**src/rtl/lc3_control_fsm_pkg.sv**
```systemverilog
// Shared types for the eLC-3 control unit: state encoding, opcodes,
// mux/ALU encodings and the packed control word driven to the datapath.
package lc3_ctrl_pkg;

    typedef enum logic [5:0] {
        S_HALT, S_F1, S_F2, S_F3, S_DEC,
        S_ADD, S_AND, S_NOT,
        S_BR0, S_BR1, S_JMP,
        S_J0, S_JSR1, S_JSRR1,
        S_LD0, S_LDR0, S_LD1, S_LD2,
        S_LDI0, S_LDI1, S_LDI2, S_LDI3,
        S_ST0, S_STR0, S_ST1, S_ST2,
        S_STI0, S_STI1, S_STI2,
        S_T0, S_T1, S_T2, S_T3,
        S_PS0, S_PS1
    } state_e;

    localparam logic [3:0] OP_BR    = 4'b0000;
    localparam logic [3:0] OP_ADD   = 4'b0001;
    localparam logic [3:0] OP_LD    = 4'b0010;
    localparam logic [3:0] OP_ST    = 4'b0011;
    localparam logic [3:0] OP_JSR   = 4'b0100;
    localparam logic [3:0] OP_AND   = 4'b0101;
    localparam logic [3:0] OP_LDR   = 4'b0110;
    localparam logic [3:0] OP_STR   = 4'b0111;
    localparam logic [3:0] OP_RTI   = 4'b1000;
    localparam logic [3:0] OP_NOT   = 4'b1001;
    localparam logic [3:0] OP_LDI   = 4'b1010;
    localparam logic [3:0] OP_STI   = 4'b1011;
    localparam logic [3:0] OP_JMP   = 4'b1100;
    localparam logic [3:0] OP_PAUSE = 4'b1101;
    localparam logic [3:0] OP_LEA   = 4'b1110;
    localparam logic [3:0] OP_TRAP  = 4'b1111;

    localparam logic [1:0] PCMUX_INC   = 2'd0;
    localparam logic [1:0] PCMUX_BUS   = 2'd1;
    localparam logic [1:0] PCMUX_ADDR  = 2'd2;
    localparam logic [1:0] DRMUX_IR119 = 2'd0;
    localparam logic [1:0] DRMUX_R7    = 2'd1;
    localparam logic [1:0] SR1_IR119   = 2'd0;
    localparam logic [1:0] SR1_IR86    = 2'd1;
    localparam logic [1:0] A2_ZERO     = 2'd0;
    localparam logic [1:0] A2_OFF6     = 2'd1;
    localparam logic [1:0] A2_OFF9     = 2'd2;
    localparam logic [1:0] A2_OFF11    = 2'd3;
    localparam logic [1:0] ALUK_ADD    = 2'd0;
    localparam logic [1:0] ALUK_AND    = 2'd1;
    localparam logic [1:0] ALUK_NOT    = 2'd2;
    localparam logic [1:0] ALUK_PASS   = 2'd3;
    localparam logic       A1_PC       = 1'b0;
    localparam logic       A1_SR1      = 1'b1;
    localparam logic       MARMUX_ZEXT = 1'b0;
    localparam logic       MARMUX_ADDR = 1'b1;

    typedef struct packed {
        logic       paused;
        logic       ld_mar, ld_mdr, ld_ir, ld_ben, ld_reg, ld_cc, ld_pc;
        logic       gate_pc, gate_mdr, gate_alu, gate_marmux;
        logic       addr1mux, sr2mux, marmux;
        logic [1:0] addr2mux, pcmux, drmux, sr1mux, aluk;
        logic       mio_en, mem_ce, mem_oe, mem_we;
    } ctrl_t;

    // States that hold until the RAM signals completion.
    function automatic logic mem_state(state_e s);
        return s inside {S_F2, S_LD1, S_LDI1, S_LDI3, S_STI1, S_T2, S_ST2};
    endfunction

endpackage

```
**src/rtl/lc3_control_fsm_if.sv**
```systemverilog
// Control-unit boundary: top-level switches, IR/BEN feedback, RAM handshake
// inputs and every datapath control output.
interface lc3_control_fsm_if;
    logic       Run, Continue;
    logic [3:0] IR_15_12;
    logic       IR_11, IR_5, BEN, Mem_R;
    logic       LD_MAR, LD_MDR, LD_IR, LD_BEN, LD_REG, LD_CC, LD_PC;
    logic       GatePC, GateMDR, GateALU, GateMARMUX;
    logic       ADDR1MUX, SR2MUX, MARMUX;
    logic [1:0] ADDR2MUX, PCMUX, DRMUX, SR1MUX, ALUK;
    logic       MIO_EN, Mem_CE, Mem_OE, Mem_WE, Paused;

    modport master (
        input  Run, Continue, IR_15_12, IR_11, IR_5, BEN, Mem_R,
        output LD_MAR, LD_MDR, LD_IR, LD_BEN, LD_REG, LD_CC, LD_PC,
               GatePC, GateMDR, GateALU, GateMARMUX,
               ADDR1MUX, SR2MUX, MARMUX, ADDR2MUX, PCMUX, DRMUX, SR1MUX, ALUK,
               MIO_EN, Mem_CE, Mem_OE, Mem_WE, Paused
    );

    modport slave (
        output Run, Continue, IR_15_12, IR_11, IR_5, BEN, Mem_R,
        input  LD_MAR, LD_MDR, LD_IR, LD_BEN, LD_REG, LD_CC, LD_PC,
               GatePC, GateMDR, GateALU, GateMARMUX,
               ADDR1MUX, SR2MUX, MARMUX, ADDR2MUX, PCMUX, DRMUX, SR1MUX, ALUK,
               MIO_EN, Mem_CE, Mem_OE, Mem_WE, Paused
    );
endinterface

```
**src/rtl/lc3_control_fsm_decode.sv**
```systemverilog
// State-to-control-word table. Everything defaults to 0; each state raises
// only what its datapath transfer needs. SR2MUX follows IR[5] in ADD/AND.
module lc3_ctrl_decode
    import lc3_ctrl_pkg::*;
(
    input  state_e state_i,
    input  logic   ir_5_i,
    output ctrl_t  ctrl_o
);

    always_comb begin
        ctrl_o = '0;
        case (state_i)
            S_HALT, S_PS0, S_PS1: ctrl_o.paused = 1'b1;
            S_F1: begin
                ctrl_o.ld_mar   = 1'b1;
                ctrl_o.gate_pc  = 1'b1;
                ctrl_o.pcmux    = PCMUX_ADDR;
                ctrl_o.addr1mux = A1_PC;
                ctrl_o.addr2mux = A2_ZERO;
            end
            S_F2, S_LD1, S_LDI1, S_LDI3, S_STI1, S_T2: begin
                ctrl_o.mem_ce = 1'b1;
                ctrl_o.mem_oe = 1'b1;
                ctrl_o.mio_en = 1'b1;
                ctrl_o.ld_mdr = 1'b1;
            end
            // RAM output is routed straight onto the bus whenever GateMDR is up.
            S_F3, S_LD2, S_LDI2, S_STI2, S_T3: begin
                ctrl_o.gate_mdr = 1'b1;
                ctrl_o.mio_en   = 1'b1;
                ctrl_o.mem_ce   = 1'b1;
                ctrl_o.mem_oe   = 1'b1;
                ctrl_o.ld_ir    = (state_i == S_F3);
                ctrl_o.ld_pc    = (state_i == S_F3) || (state_i == S_T3);
                ctrl_o.pcmux    = (state_i == S_T3) ? PCMUX_BUS : PCMUX_INC;
                ctrl_o.ld_reg   = (state_i == S_LD2);
                ctrl_o.ld_cc    = (state_i == S_LD2);
                ctrl_o.drmux    = DRMUX_IR119;
                ctrl_o.ld_mar   = (state_i == S_LDI2) || (state_i == S_STI2);
            end
            S_DEC: ctrl_o.ld_ben = 1'b1;
            S_ADD, S_AND, S_NOT: begin
                ctrl_o.ld_reg   = 1'b1;
                ctrl_o.ld_cc    = 1'b1;
                ctrl_o.gate_alu = 1'b1;
                ctrl_o.drmux    = DRMUX_IR119;
                ctrl_o.sr1mux   = SR1_IR86;
                ctrl_o.sr2mux   = (state_i != S_NOT) && ir_5_i;
                ctrl_o.aluk     = (state_i == S_ADD) ? ALUK_ADD :
                                  (state_i == S_AND) ? ALUK_AND : ALUK_NOT;
            end
            S_BR1, S_JSR1: begin
                ctrl_o.ld_pc    = 1'b1;
                ctrl_o.pcmux    = PCMUX_ADDR;
                ctrl_o.addr1mux = A1_PC;
                ctrl_o.addr2mux = (state_i == S_BR1) ? A2_OFF9 : A2_OFF11;
            end
            S_JMP, S_JSRR1: begin
                ctrl_o.ld_pc    = 1'b1;
                ctrl_o.pcmux    = PCMUX_ADDR;
                ctrl_o.addr1mux = A1_SR1;
                ctrl_o.sr1mux   = SR1_IR86;
                ctrl_o.addr2mux = A2_ZERO;
            end
            S_J0, S_T0: begin
                ctrl_o.gate_pc  = 1'b1;
                ctrl_o.pcmux    = PCMUX_ADDR;
                ctrl_o.addr1mux = A1_PC;
                ctrl_o.addr2mux = A2_ZERO;
                ctrl_o.ld_reg   = 1'b1;
                ctrl_o.drmux    = DRMUX_R7;
            end
            S_LD0, S_LDI0, S_ST0, S_STI0: begin
                ctrl_o.ld_mar      = 1'b1;
                ctrl_o.gate_marmux = 1'b1;
                ctrl_o.marmux      = MARMUX_ADDR;
                ctrl_o.addr1mux    = A1_PC;
                ctrl_o.addr2mux    = A2_OFF9;
            end
            S_LDR0, S_STR0: begin
                ctrl_o.ld_mar      = 1'b1;
                ctrl_o.gate_marmux = 1'b1;
                ctrl_o.marmux      = MARMUX_ADDR;
                ctrl_o.addr1mux    = A1_SR1;
                ctrl_o.sr1mux      = SR1_IR86;
                ctrl_o.addr2mux    = A2_OFF6;
            end
            // Store data goes through the ALU, never from RAM.
            S_ST1: begin
                ctrl_o.gate_alu = 1'b1;
                ctrl_o.aluk     = ALUK_PASS;
                ctrl_o.sr1mux   = SR1_IR119;
                ctrl_o.mio_en   = 1'b0;
                ctrl_o.ld_mdr   = 1'b1;
            end
            S_ST2: begin
                ctrl_o.mem_ce = 1'b1;
                ctrl_o.mem_we = 1'b1;
            end
            S_T1: begin
                ctrl_o.ld_mar      = 1'b1;
                ctrl_o.gate_marmux = 1'b1;
                ctrl_o.marmux      = MARMUX_ZEXT;
            end
            default: ;
        endcase
    end

endmodule

```
**src/rtl/lc3_control_fsm.sv**
```systemverilog
// eLC-3 control unit: state register and next-state logic; the control word
// is decoded from the registered state only.
module lc3_control_fsm
    import lc3_ctrl_pkg::*;
#(
    parameter logic [3:0] PAUSE_OP = OP_PAUSE
) (
    input  logic                  Clk,
    input  logic                  Reset,
    lc3_control_fsm_if.master     bus
);

    state_e state_q, state_d;
    ctrl_t  ctrl;

    always_comb begin
        state_d = state_q;
        if (!mem_state(state_q) || bus.Mem_R) begin
            case (state_q)
                S_HALT:  state_d = bus.Run ? S_F1 : S_HALT;
                S_F1:    state_d = S_F2;
                S_F2:    state_d = S_F3;
                S_F3:    state_d = S_DEC;
                S_DEC: begin
                    if (bus.IR_15_12 == PAUSE_OP) state_d = S_PS0;
                    else begin
                        case (bus.IR_15_12)
                            OP_ADD:  state_d = S_ADD;
                            OP_AND:  state_d = S_AND;
                            OP_NOT:  state_d = S_NOT;
                            OP_BR:   state_d = S_BR0;
                            OP_JMP:  state_d = S_JMP;
                            OP_JSR:  state_d = S_J0;
                            OP_LD:   state_d = S_LD0;
                            OP_LDR:  state_d = S_LDR0;
                            OP_LDI:  state_d = S_LDI0;
                            OP_ST:   state_d = S_ST0;
                            OP_STR:  state_d = S_STR0;
                            OP_STI:  state_d = S_STI0;
                            OP_TRAP: state_d = S_T0;
                            OP_RTI, OP_LEA: state_d = S_F1;
                            default: state_d = S_F1;
                        endcase
                    end
                end
                S_BR0:   state_d = bus.BEN ? S_BR1 : S_F1;
                S_J0:    state_d = bus.IR_11 ? S_JSR1 : S_JSRR1;
                S_LD0, S_LDR0:  state_d = S_LD1;
                S_LD1:   state_d = S_LD2;
                S_LDI0:  state_d = S_LDI1;
                S_LDI1:  state_d = S_LDI2;
                S_LDI2:  state_d = S_LDI3;
                S_LDI3:  state_d = S_LD2;
                S_ST0, S_STR0:  state_d = S_ST1;
                S_STI0:  state_d = S_STI1;
                S_STI1:  state_d = S_STI2;
                S_STI2:  state_d = S_ST1;
                S_ST1:   state_d = S_ST2;
                S_T0:    state_d = S_T1;
                S_T1:    state_d = S_T2;
                S_T2:    state_d = S_T3;
                S_PS0:   state_d = bus.Continue ? S_PS1 : S_PS0;
                S_PS1:   state_d = bus.Continue ? S_PS1 : S_F1;
                default: state_d = S_F1;
            endcase
        end
    end

    // Async reset drops any in-flight RAM strobe at once.
    always_ff @(posedge Clk or negedge Reset) begin
        if (!Reset) state_q <= S_HALT;
        else        state_q <= state_d;
    end

    lc3_ctrl_decode u_decode (
        .state_i (state_q),
        .ir_5_i  (bus.IR_5),
        .ctrl_o  (ctrl)
    );

    assign bus.LD_MAR     = ctrl.ld_mar;
    assign bus.LD_MDR     = ctrl.ld_mdr;
    assign bus.LD_IR      = ctrl.ld_ir;
    assign bus.LD_BEN     = ctrl.ld_ben;
    assign bus.LD_REG     = ctrl.ld_reg;
    assign bus.LD_CC      = ctrl.ld_cc;
    assign bus.LD_PC      = ctrl.ld_pc;
    assign bus.GatePC     = ctrl.gate_pc;
    assign bus.GateMDR    = ctrl.gate_mdr;
    assign bus.GateALU    = ctrl.gate_alu;
    assign bus.GateMARMUX = ctrl.gate_marmux;
    assign bus.ADDR1MUX   = ctrl.addr1mux;
    assign bus.SR2MUX     = ctrl.sr2mux;
    assign bus.MARMUX     = ctrl.marmux;
    assign bus.ADDR2MUX   = ctrl.addr2mux;
    assign bus.PCMUX      = ctrl.pcmux;
    assign bus.DRMUX      = ctrl.drmux;
    assign bus.SR1MUX     = ctrl.sr1mux;
    assign bus.ALUK       = ctrl.aluk;
    assign bus.MIO_EN     = ctrl.mio_en;
    assign bus.Mem_CE     = ctrl.mem_ce;
    assign bus.Mem_OE     = ctrl.mem_oe;
    assign bus.Mem_WE     = ctrl.mem_we;
    assign bus.Paused     = ctrl.paused;

endmodule

```
**src/flat_wrapper.sv**
```systemverilog
// flat-port wrapper written by rule: the top's interface ports become plain ports
module lc3_control_fsm_flat import lc3_ctrl_pkg::*;
#(
    parameter logic [3:0] PAUSE_OP = OP_PAUSE
)
  (Clk, Reset, bus_Run, bus_Continue, bus_IR_15_12, bus_IR_11, bus_IR_5, bus_BEN, bus_Mem_R, bus_LD_MAR, bus_LD_MDR, bus_LD_IR, bus_LD_BEN, bus_LD_REG, bus_LD_CC, bus_LD_PC, bus_GatePC, bus_GateMDR, bus_GateALU, bus_GateMARMUX, bus_ADDR1MUX, bus_SR2MUX, bus_MARMUX, bus_ADDR2MUX, bus_PCMUX, bus_DRMUX, bus_SR1MUX, bus_ALUK, bus_MIO_EN, bus_Mem_CE, bus_Mem_OE, bus_Mem_WE, bus_Paused);
  lc3_control_fsm_if bus_i ();
  input  logic Clk;
  input  logic Reset;
  input wire logic [$bits(bus_i.Run)-1:0] bus_Run;
  input wire logic [$bits(bus_i.Continue)-1:0] bus_Continue;
  input wire logic [$bits(bus_i.IR_15_12)-1:0] bus_IR_15_12;
  input wire logic [$bits(bus_i.IR_11)-1:0] bus_IR_11;
  input wire logic [$bits(bus_i.IR_5)-1:0] bus_IR_5;
  input wire logic [$bits(bus_i.BEN)-1:0] bus_BEN;
  input wire logic [$bits(bus_i.Mem_R)-1:0] bus_Mem_R;
  output wire logic [$bits(bus_i.LD_MAR)-1:0] bus_LD_MAR;
  output wire logic [$bits(bus_i.LD_MDR)-1:0] bus_LD_MDR;
  output wire logic [$bits(bus_i.LD_IR)-1:0] bus_LD_IR;
  output wire logic [$bits(bus_i.LD_BEN)-1:0] bus_LD_BEN;
  output wire logic [$bits(bus_i.LD_REG)-1:0] bus_LD_REG;
  output wire logic [$bits(bus_i.LD_CC)-1:0] bus_LD_CC;
  output wire logic [$bits(bus_i.LD_PC)-1:0] bus_LD_PC;
  output wire logic [$bits(bus_i.GatePC)-1:0] bus_GatePC;
  output wire logic [$bits(bus_i.GateMDR)-1:0] bus_GateMDR;
  output wire logic [$bits(bus_i.GateALU)-1:0] bus_GateALU;
  output wire logic [$bits(bus_i.GateMARMUX)-1:0] bus_GateMARMUX;
  output wire logic [$bits(bus_i.ADDR1MUX)-1:0] bus_ADDR1MUX;
  output wire logic [$bits(bus_i.SR2MUX)-1:0] bus_SR2MUX;
  output wire logic [$bits(bus_i.MARMUX)-1:0] bus_MARMUX;
  output wire logic [$bits(bus_i.ADDR2MUX)-1:0] bus_ADDR2MUX;
  output wire logic [$bits(bus_i.PCMUX)-1:0] bus_PCMUX;
  output wire logic [$bits(bus_i.DRMUX)-1:0] bus_DRMUX;
  output wire logic [$bits(bus_i.SR1MUX)-1:0] bus_SR1MUX;
  output wire logic [$bits(bus_i.ALUK)-1:0] bus_ALUK;
  output wire logic [$bits(bus_i.MIO_EN)-1:0] bus_MIO_EN;
  output wire logic [$bits(bus_i.Mem_CE)-1:0] bus_Mem_CE;
  output wire logic [$bits(bus_i.Mem_OE)-1:0] bus_Mem_OE;
  output wire logic [$bits(bus_i.Mem_WE)-1:0] bus_Mem_WE;
  output wire logic [$bits(bus_i.Paused)-1:0] bus_Paused;
  assign bus_i.Run = bus_Run;
  assign bus_i.Continue = bus_Continue;
  assign bus_i.IR_15_12 = bus_IR_15_12;
  assign bus_i.IR_11 = bus_IR_11;
  assign bus_i.IR_5 = bus_IR_5;
  assign bus_i.BEN = bus_BEN;
  assign bus_i.Mem_R = bus_Mem_R;
  assign bus_LD_MAR = bus_i.LD_MAR;
  assign bus_LD_MDR = bus_i.LD_MDR;
  assign bus_LD_IR = bus_i.LD_IR;
  assign bus_LD_BEN = bus_i.LD_BEN;
  assign bus_LD_REG = bus_i.LD_REG;
  assign bus_LD_CC = bus_i.LD_CC;
  assign bus_LD_PC = bus_i.LD_PC;
  assign bus_GatePC = bus_i.GatePC;
  assign bus_GateMDR = bus_i.GateMDR;
  assign bus_GateALU = bus_i.GateALU;
  assign bus_GateMARMUX = bus_i.GateMARMUX;
  assign bus_ADDR1MUX = bus_i.ADDR1MUX;
  assign bus_SR2MUX = bus_i.SR2MUX;
  assign bus_MARMUX = bus_i.MARMUX;
  assign bus_ADDR2MUX = bus_i.ADDR2MUX;
  assign bus_PCMUX = bus_i.PCMUX;
  assign bus_DRMUX = bus_i.DRMUX;
  assign bus_SR1MUX = bus_i.SR1MUX;
  assign bus_ALUK = bus_i.ALUK;
  assign bus_MIO_EN = bus_i.MIO_EN;
  assign bus_Mem_CE = bus_i.Mem_CE;
  assign bus_Mem_OE = bus_i.Mem_OE;
  assign bus_Mem_WE = bus_i.Mem_WE;
  assign bus_Paused = bus_i.Paused;
  lc3_control_fsm #(.PAUSE_OP(PAUSE_OP)) u_core (.Clk(Clk), .Reset(Reset), .bus(bus_i));
endmodule
```
**config.mk**
```make
export PLATFORM = sky130hd
export DESIGN_NAME = lc3_control_fsm_flat
export DESIGN_NICKNAME = d
export VERILOG_FILES = /design/src/rtl/lc3_control_fsm_pkg.sv /design/src/rtl/lc3_control_fsm_if.sv /design/src/rtl/lc3_control_fsm_decode.sv /design/src/rtl/lc3_control_fsm.sv /design/src/flat_wrapper.sv
export SDC_FILE = /design/constraint.sdc
export NUM_CORES = 1
export LEC_CHECK = 0
export CORE_UTILIZATION = 30
export DETAILED_ROUTE_END_ITERATION = 16
export GPL_ROUTABILITY_DRIVEN = 0
export GPL_TIMING_DRIVEN = 0
export RECOVER_POWER = 100
export SETUP_SLACK_MARGIN = 0.05
export SLEW_MARGIN = 20
export SYNTH_ARGS = -nofsm -noshare
export SYNTH_HDL_FRONTEND = slang
export SYNTH_HIERARCHICAL = 1
export SYNTH_SLANG_ARGS = --single-unit
```
**constraint.sdc**
```tcl
create_clock -name Clk -period 2.1 [get_ports Clk]
set_input_delay 0.21 -clock Clk [delete_from_list [all_inputs] [get_ports Clk]]
set_output_delay 0.21 -clock Clk [all_outputs]
set_load 0.03 [all_outputs]
```
After elaboration in Yosys (flattened, before gate mapping)
Memories as Yosys holds them, arrays and structs flattened.
Cells that the tools add are included.
{"block": "totals", "ff_bits": 6, "rom_bits": 80, "out_inout_bits": 29, "elab_cells": 102, "n_memories": 1}
{"block": "op_classes", "n_eq_ne": 36, "mux": 34, "reduce_logical": 30}
{"name": "(name not given)", "depth": 16, "width": 5, "rd": 1, "rd_ports_with_merged_regs": 0, "write_ports": 0, "line": "lc3_control_fsm.sv:27", "rtl": "case (bus.IR_15_12)"}
{"operator": "$pmux 6 s21", "count": 1}
{"operator": "$eq 6x5->1 const B", "count": 16}
{"operator": "$eq 6x4->1 const B", "count": 8}
{"operator": "$reduce_or 7->1", "count": 4}
{"operator": "$eq 6x3->1 const B", "count": 4}
{"operator": "$mux 1", "count": 20}
{"operator": "$eq 6x6->1 const B", "count": 3}
{"operator": "$reduce_or 4->1", "count": 4}
{"operator": "$eq 6x2->1 const B", "count": 2}
{"operator": "$mux 6", "count": 2}
{"operator": "$reduce_or 12->1", "count": 1}
{"operator": "$reduce_or 3->1", "count": 4}
{"operator": "$reduce_or 11->1", "count": 1}
{"operator": "$reduce_or 2->1", "count": 5}
{"operator": "$reduce_or 5->1", "count": 2}
{"operator": "$pmux 1 s2", "count": 4}
{"operator": "$pmux 2 s2", "count": 2}
{"operator": "$reduce_or 8->1", "count": 1}
{"operator": "$reduce_bool 7->1", "count": 1}
{"operator": "$eq 6x1->1 const B", "count": 1}
{"operator": "$logic_not 6->1", "count": 1}
{"operator": "$mux 2", "count": 3}
{"operator": "$ne 6x3->1 const B", "count": 1}
{"operator": "$pmux 2 s3", "count": 1}
{"operator": "other kinds (6)", "count": 8}

Logic depth before layout (Yosys ltp)
{"block": "depth", "ltp_word": 4, "ltp_mapped": 7, "depth_no_buf": 7}

Cells and area by module
Netlist, hierarchy kept.
{"mod": "lc3_control_fsm", "instances": 1, "cells_per_inst": 123, "area_each_um2": 923.4, "seq_area_each_um2": 150.1}
{"mod": "lc3_ctrl_decode", "instances": 1, "cells_per_inst": 123, "area_each_um2": 753.2, "seq_area_each_um2": 0.0}

Worst setup path after synthesis
No wires, ideal clock.
{"block": "synth_timing", "path_type": "flip-flop to output port", "from": "register u_core.state_q[2]", "to": "output port bus_MIO_EN", "arrival_time_ns": 2.001, "t_required_ns": 1.890, "setup_slack_ns": -0.111, "stages_incl_launch_ff": 7, "cell_sequence": "dfrtp_1 > buf_6 > and2b_1 > o21ba_1 > a31oi_1 > o31ai_1 > buf_4"}
{"block": "synth_between", "elab_chain_len": 3}
{"element": "start: declaration", "line": "lc3_control_fsm.sv:13", "rtl": "state_e state_q, state_d;"}
{"element": "start signal: assignment", "line": "lc3_control_fsm.sv:72", "rtl": "else state_q <= state_d;"}
{"element": "$eq 6x6->1 (tied with other cells)"}
{"element": "$reduce_or 11->1 (no source line) *"}
{"element": "$mux 1 *"}
{"element": "end: declaration", "line": "flat_wrapper.sv:36", "rtl": "output wire logic [$bits(bus_i.MIO_EN)-1:0] bus_MIO_EN;"}
Every way passes the cells marked *; elsewhere a longest branch is shown, timed or not.

Final worst setup path
{"block": "layout_timing", "from": "register u_core.state_q[2]", "to": "output port bus_Mem_WE"}
{"block": "layout_between", "elab_chain_len": 2}
{"element": "$eq 6x5->1", "line": "lc3_control_fsm_decode.sv:13", "rtl": "case (state_i)"}
{"element": "$mux 1", "line": "lc3_control_fsm_decode.sv:13"}
{"element": "end: declaration", "line": "flat_wrapper.sv:39", "rtl": "output wire logic [$bits(bus_i.Mem_WE)-1:0] bus_Mem_WE;"}
Every way passes these cells.

==> Flow_metrics.wiki <==
{| class="wikitable"
! Metric !! Value
|-
| Area post-placement || 0.00216 mm^2
|-
| Inst Count DP || between 300 and 400
|-
| Syn Std Cell Area || 0.00168 mm^2
|-
| Tot GR Track Use || 17.3%
|-
| Initial core utilization || 32.0%
|-
| H-Tree Level Count || 1
|-
| EDFF count, synth || 0
|-
| Full die area || 0.00589 mm^2
|-
| Detailed Route Iter0 Violations || 117
|-
| Flip-flop and latch count after synthesis || 6
|-
| Critical path peak fanout || 10
|-
| Outcome || complete, no violations
|-
| TritonRoute pass-1 iters || 4
|-
| Post-Syn Instances || approximately 250
|-
| Worst setup path class || reg2out
|-
| Switching component of the power || between 1.5 and 2 mW
|-
| Buffers on Ports || 37
|-
| FFs w/ async S/R, synth || 100%
|-
| Clock power share || between 5 and 6%
|-
| Post-DR vias/cell || 5.49
|-
| Height of the die || 76.8 um
|-
| Min setup slack post-route || ~91 ps
|-
| Number of flip-flops in the largest register || 6
|-
| Req. time, crit path || 1890 ps
|-
| Hold buffers post-CTS || 0
|-
| First-pass GRT wire length || 8590 um
|-
| Biggest register || u_core/state_q
|-
| Place WS || -486 ps
|-
| Average wire per cell in the routed design || 14.2 um
|-
| Net total in the final layout || 307
|-
| Share of total power in sequential cells || around 7%
|-
| Combinational cell fraction of total power || between 80 and 90%
|-
| Final instance area || ~0.0021 mm^2
|-
| Crit path cell chain || buf_6 -> clkbuf_2 -> nor2_1 -> and4b_1 -> dlygate4sd2_1
|-
| Setup tns final || 0 ps
|-
| Unrepaired setup endpoints after global routing || no
|-
| Hold crit path type || in2async
|-
| Arrival time reported for the critical path endpoint || approximately 1800 ps
|-
| Clk_lat worst skew || 220 ps
|-
| Critical Path Sink Type || output port
|-
| Final Hold Viols || 0
|-
| Pin count of the biggest net entering global routing || 11
|-
| Proportion of synthesized chip area in sequential cells || 8.96%
|-
| Number of sinks on the clock net || 6
|-
| Final number of max-transition violations || 0
|-
| Share of the clock period used by the worst path after layout || between 90% and 100%
|-
| Largest buffer count on any clock path || 2
|-
| Slowest cell on crit path || dfrtp_2
|-
| Max Clk Rate || around 0.5 GHz
|-
| Reg-to-reg setup timing slack || ~200 ps
|-
| Final-report setup violation count || 0
|-
| Worst Reg2Reg Path Length in Cells || 6
|-
| Internal cell power || around 1.3 mW
|-
| PwrDens || 1490 mW/mm^2
|-
| Static Leak || 0.893 nW
|-
| Hpwl dp || about 3800 um
|-
| Max capacitance violation total || 0
|-
| Residual overflow from global routing || 0
|-
| Delay of the slowest cell on the worst path || 440 ps
|-
| Cell Count, Final, Fillers Out || 358
|-
| Fraction of layout cells with a size suffix above 1 || 27.4%
|-
| Top library cells by usage in the layout, fill and taps aside || 21 x clkbuf_2, 21 x nor2_1, 19 x a21oi_1
|-
| Standard-cell rows || 26
|-
| Horizontal die dimension || 76.8 um
|-
| Antenna violation net count after detailed routing || 0
|-
| Top_reg_cell synth || dfrtp_1
|-
| Clock buffers created by TritonCTS || 3
|-
| TritonCTS clock tree || built
|-
| Unique masters post-synth || 69
|-
| Antenna violations before repair || 0
|-
| Clock root buffer || clkbuf_8
|-
| Clock Skews || 0.842 ps
|-
| Top flop regs || u_core/state_q (6)
|-
| Worst ir drop on vdd || 0.624 mV
|-
| Total Routed Length || 5080 um
|-
| Clock-pin slew on the worst setup and hold paths || 30 ps
|-
| Period minus WS final || 2010 ps
|-
| Worst hold slack after final layout || 303 ps
|-
| Overall power || 3.18 mW
|-
| IO Pins || 41
|-
| Final core utilization || 40.7%
|-
| Switching fraction of total power || 58.0%
|-
| Core area || 0.00524 mm^2
|-
| Number of global-route vias before repair || 1852
|-
| P&R area growth vs syn || 27.0%
|-
| DRC errors left || 0
|-
| Yosys Warn Count || 6
|-
| Mean area per synthesized cell || about 6.8 um^2
|-
| Kind of launch point of the worst setup path || register
|-
| N_diodes || 0
|-
| Routed vias || just under 2k
|}
-- cell type report --
type                    count  area [um^2]
plain buffers              29          195
inverters                   9         33.8
fillers                   573         3110
repair buffers             39          256
flip-flops and latches      6          154
well taps                  70         87.6
clock buffers               3         41.3
multi-input cells         202         1360
-- cell usage after synthesis (2+ instances only) --
library cell	n	area share [%]
a21oi_1	19	5.7
inv_2	2	0.45
dfrtp_1	6	9.0
a32oi_1	2	1.0
o21ai_0	12	3.6
clkbuf_1	3	0.67
nor3b_1	3	1.3
xnor2_1	3	1.6
ha_1	5	3.7
nand4_1	2	0.75
and2_1	2	0.75
inv_1	7	1.6
a22oi_1	2	0.90
nor3_1	10	3.0
o21ai_2	3	1.6
xor2_1	2	1.0
o2bb2ai_1	2	1.0
o211ai_1	2	0.90
nand3_1	11	3.3
a31oi_1	3	1.1
buf_4	9	4.0
nor2b_1	9	3.4
nand2b_1	7	2.6
a221oi_1	3	1.6
a21o_1	3	1.3
nand2_1	17	3.8
mux2i_1	3	1.8
o31ai_1	2	0.90
and4b_1	2	1.2
o21ai_1	5	1.5
or3b_1	2	1.0
nor2_1	23	5.1
a211oi_1	4	1.8
buf_2	13	3.9
buf_6	4	2.7
o21a_1	3	1.3
o22ai_1	4	1.5
-- cells by family (layout without fill, tap and decap cells) --
| family | Yosys count | after routing | share of synthesized area, % |
|---|---|---|---|
| AND/OR/NAND/NOR | 103 | 103 | 34.1 |
| AO/OA/AOI/OAI | 82 | 82 | 33.0 |
| buffers and inverters | 39 | 80 | 13.6 |
| flip-flops | 6 | 6 | 8.95 |
| adder cells (fa/ha/maj) | 5 | 5 | 3.73 |
| XOR/XNOR | 5 | 5 | 2.61 |
| multiplexers | 5 | 5 | 3.81 |
| other | 1 | 2 | 0.224 |
-- metal layers --
| layer | vias to the layer above | wire length, um | GRT usage (%) |
|---|---|---|---|
| met4 | 0 | 29 | 4.23 |
| met1 | 903 | 2310 | 21.6 |
| met3 | 4 | 287 | 2.26 |
| met5 | - | 0 | 0 |
| li1 | 980 | - | - |
| met2 | 77 | 2460 | 30.9 |
-- worst max-delay path, delay by kind of cell, from the launching register on --
kind	cells	cell delay [ps]
buffers and inverters	3	760
DFF	1	440
and+or+nand+nor	2	380
-- worst paths after layout --
path | from | endpoint
setup / recovery | u_core/state_q[2]$_DFFE_PN0P_ | bus_Mem_WE
hold / removal | Reset | u_core/state_q[5]$_DFFE_PN0P_
setup reg to reg | u_core/state_q[0]$_DFFE_PN0P_ | u_core/state_q[1]$_DFFE_PN0P_
hold reg to reg | u_core/state_q[3]$_DFFE_PN0P_ | u_core/state_q[0]$_DFFE_PN0P_
max in group asynchronous | Reset | u_core/state_q[2]$_DFFE_PN0P_
min in group Clk | bus_IR_15_12[3] | u_core/state_q[5]$_DFFE_PN0P_
-- power by group through the flow --
stage	Clock (mW)	Combinational, mW	Sequential, mW
2_1_floorplan	0	2.10	0.197
3_3_place_gp	0	2.87	0.218
3_5_place_dp	0	2.87	0.218
4_1_cts	0.171	2.77	0.216
5_1_grt	0.183	3.01	0.229
6_report	0.167	2.79	0.222
-- repair_timing --
action,in CTS,in global routing
setup endpoints to repair,28,25
setup buffers,1,1
resized for setup,93,51
pin swaps,0,2
(Power assumes the default switching activity.)
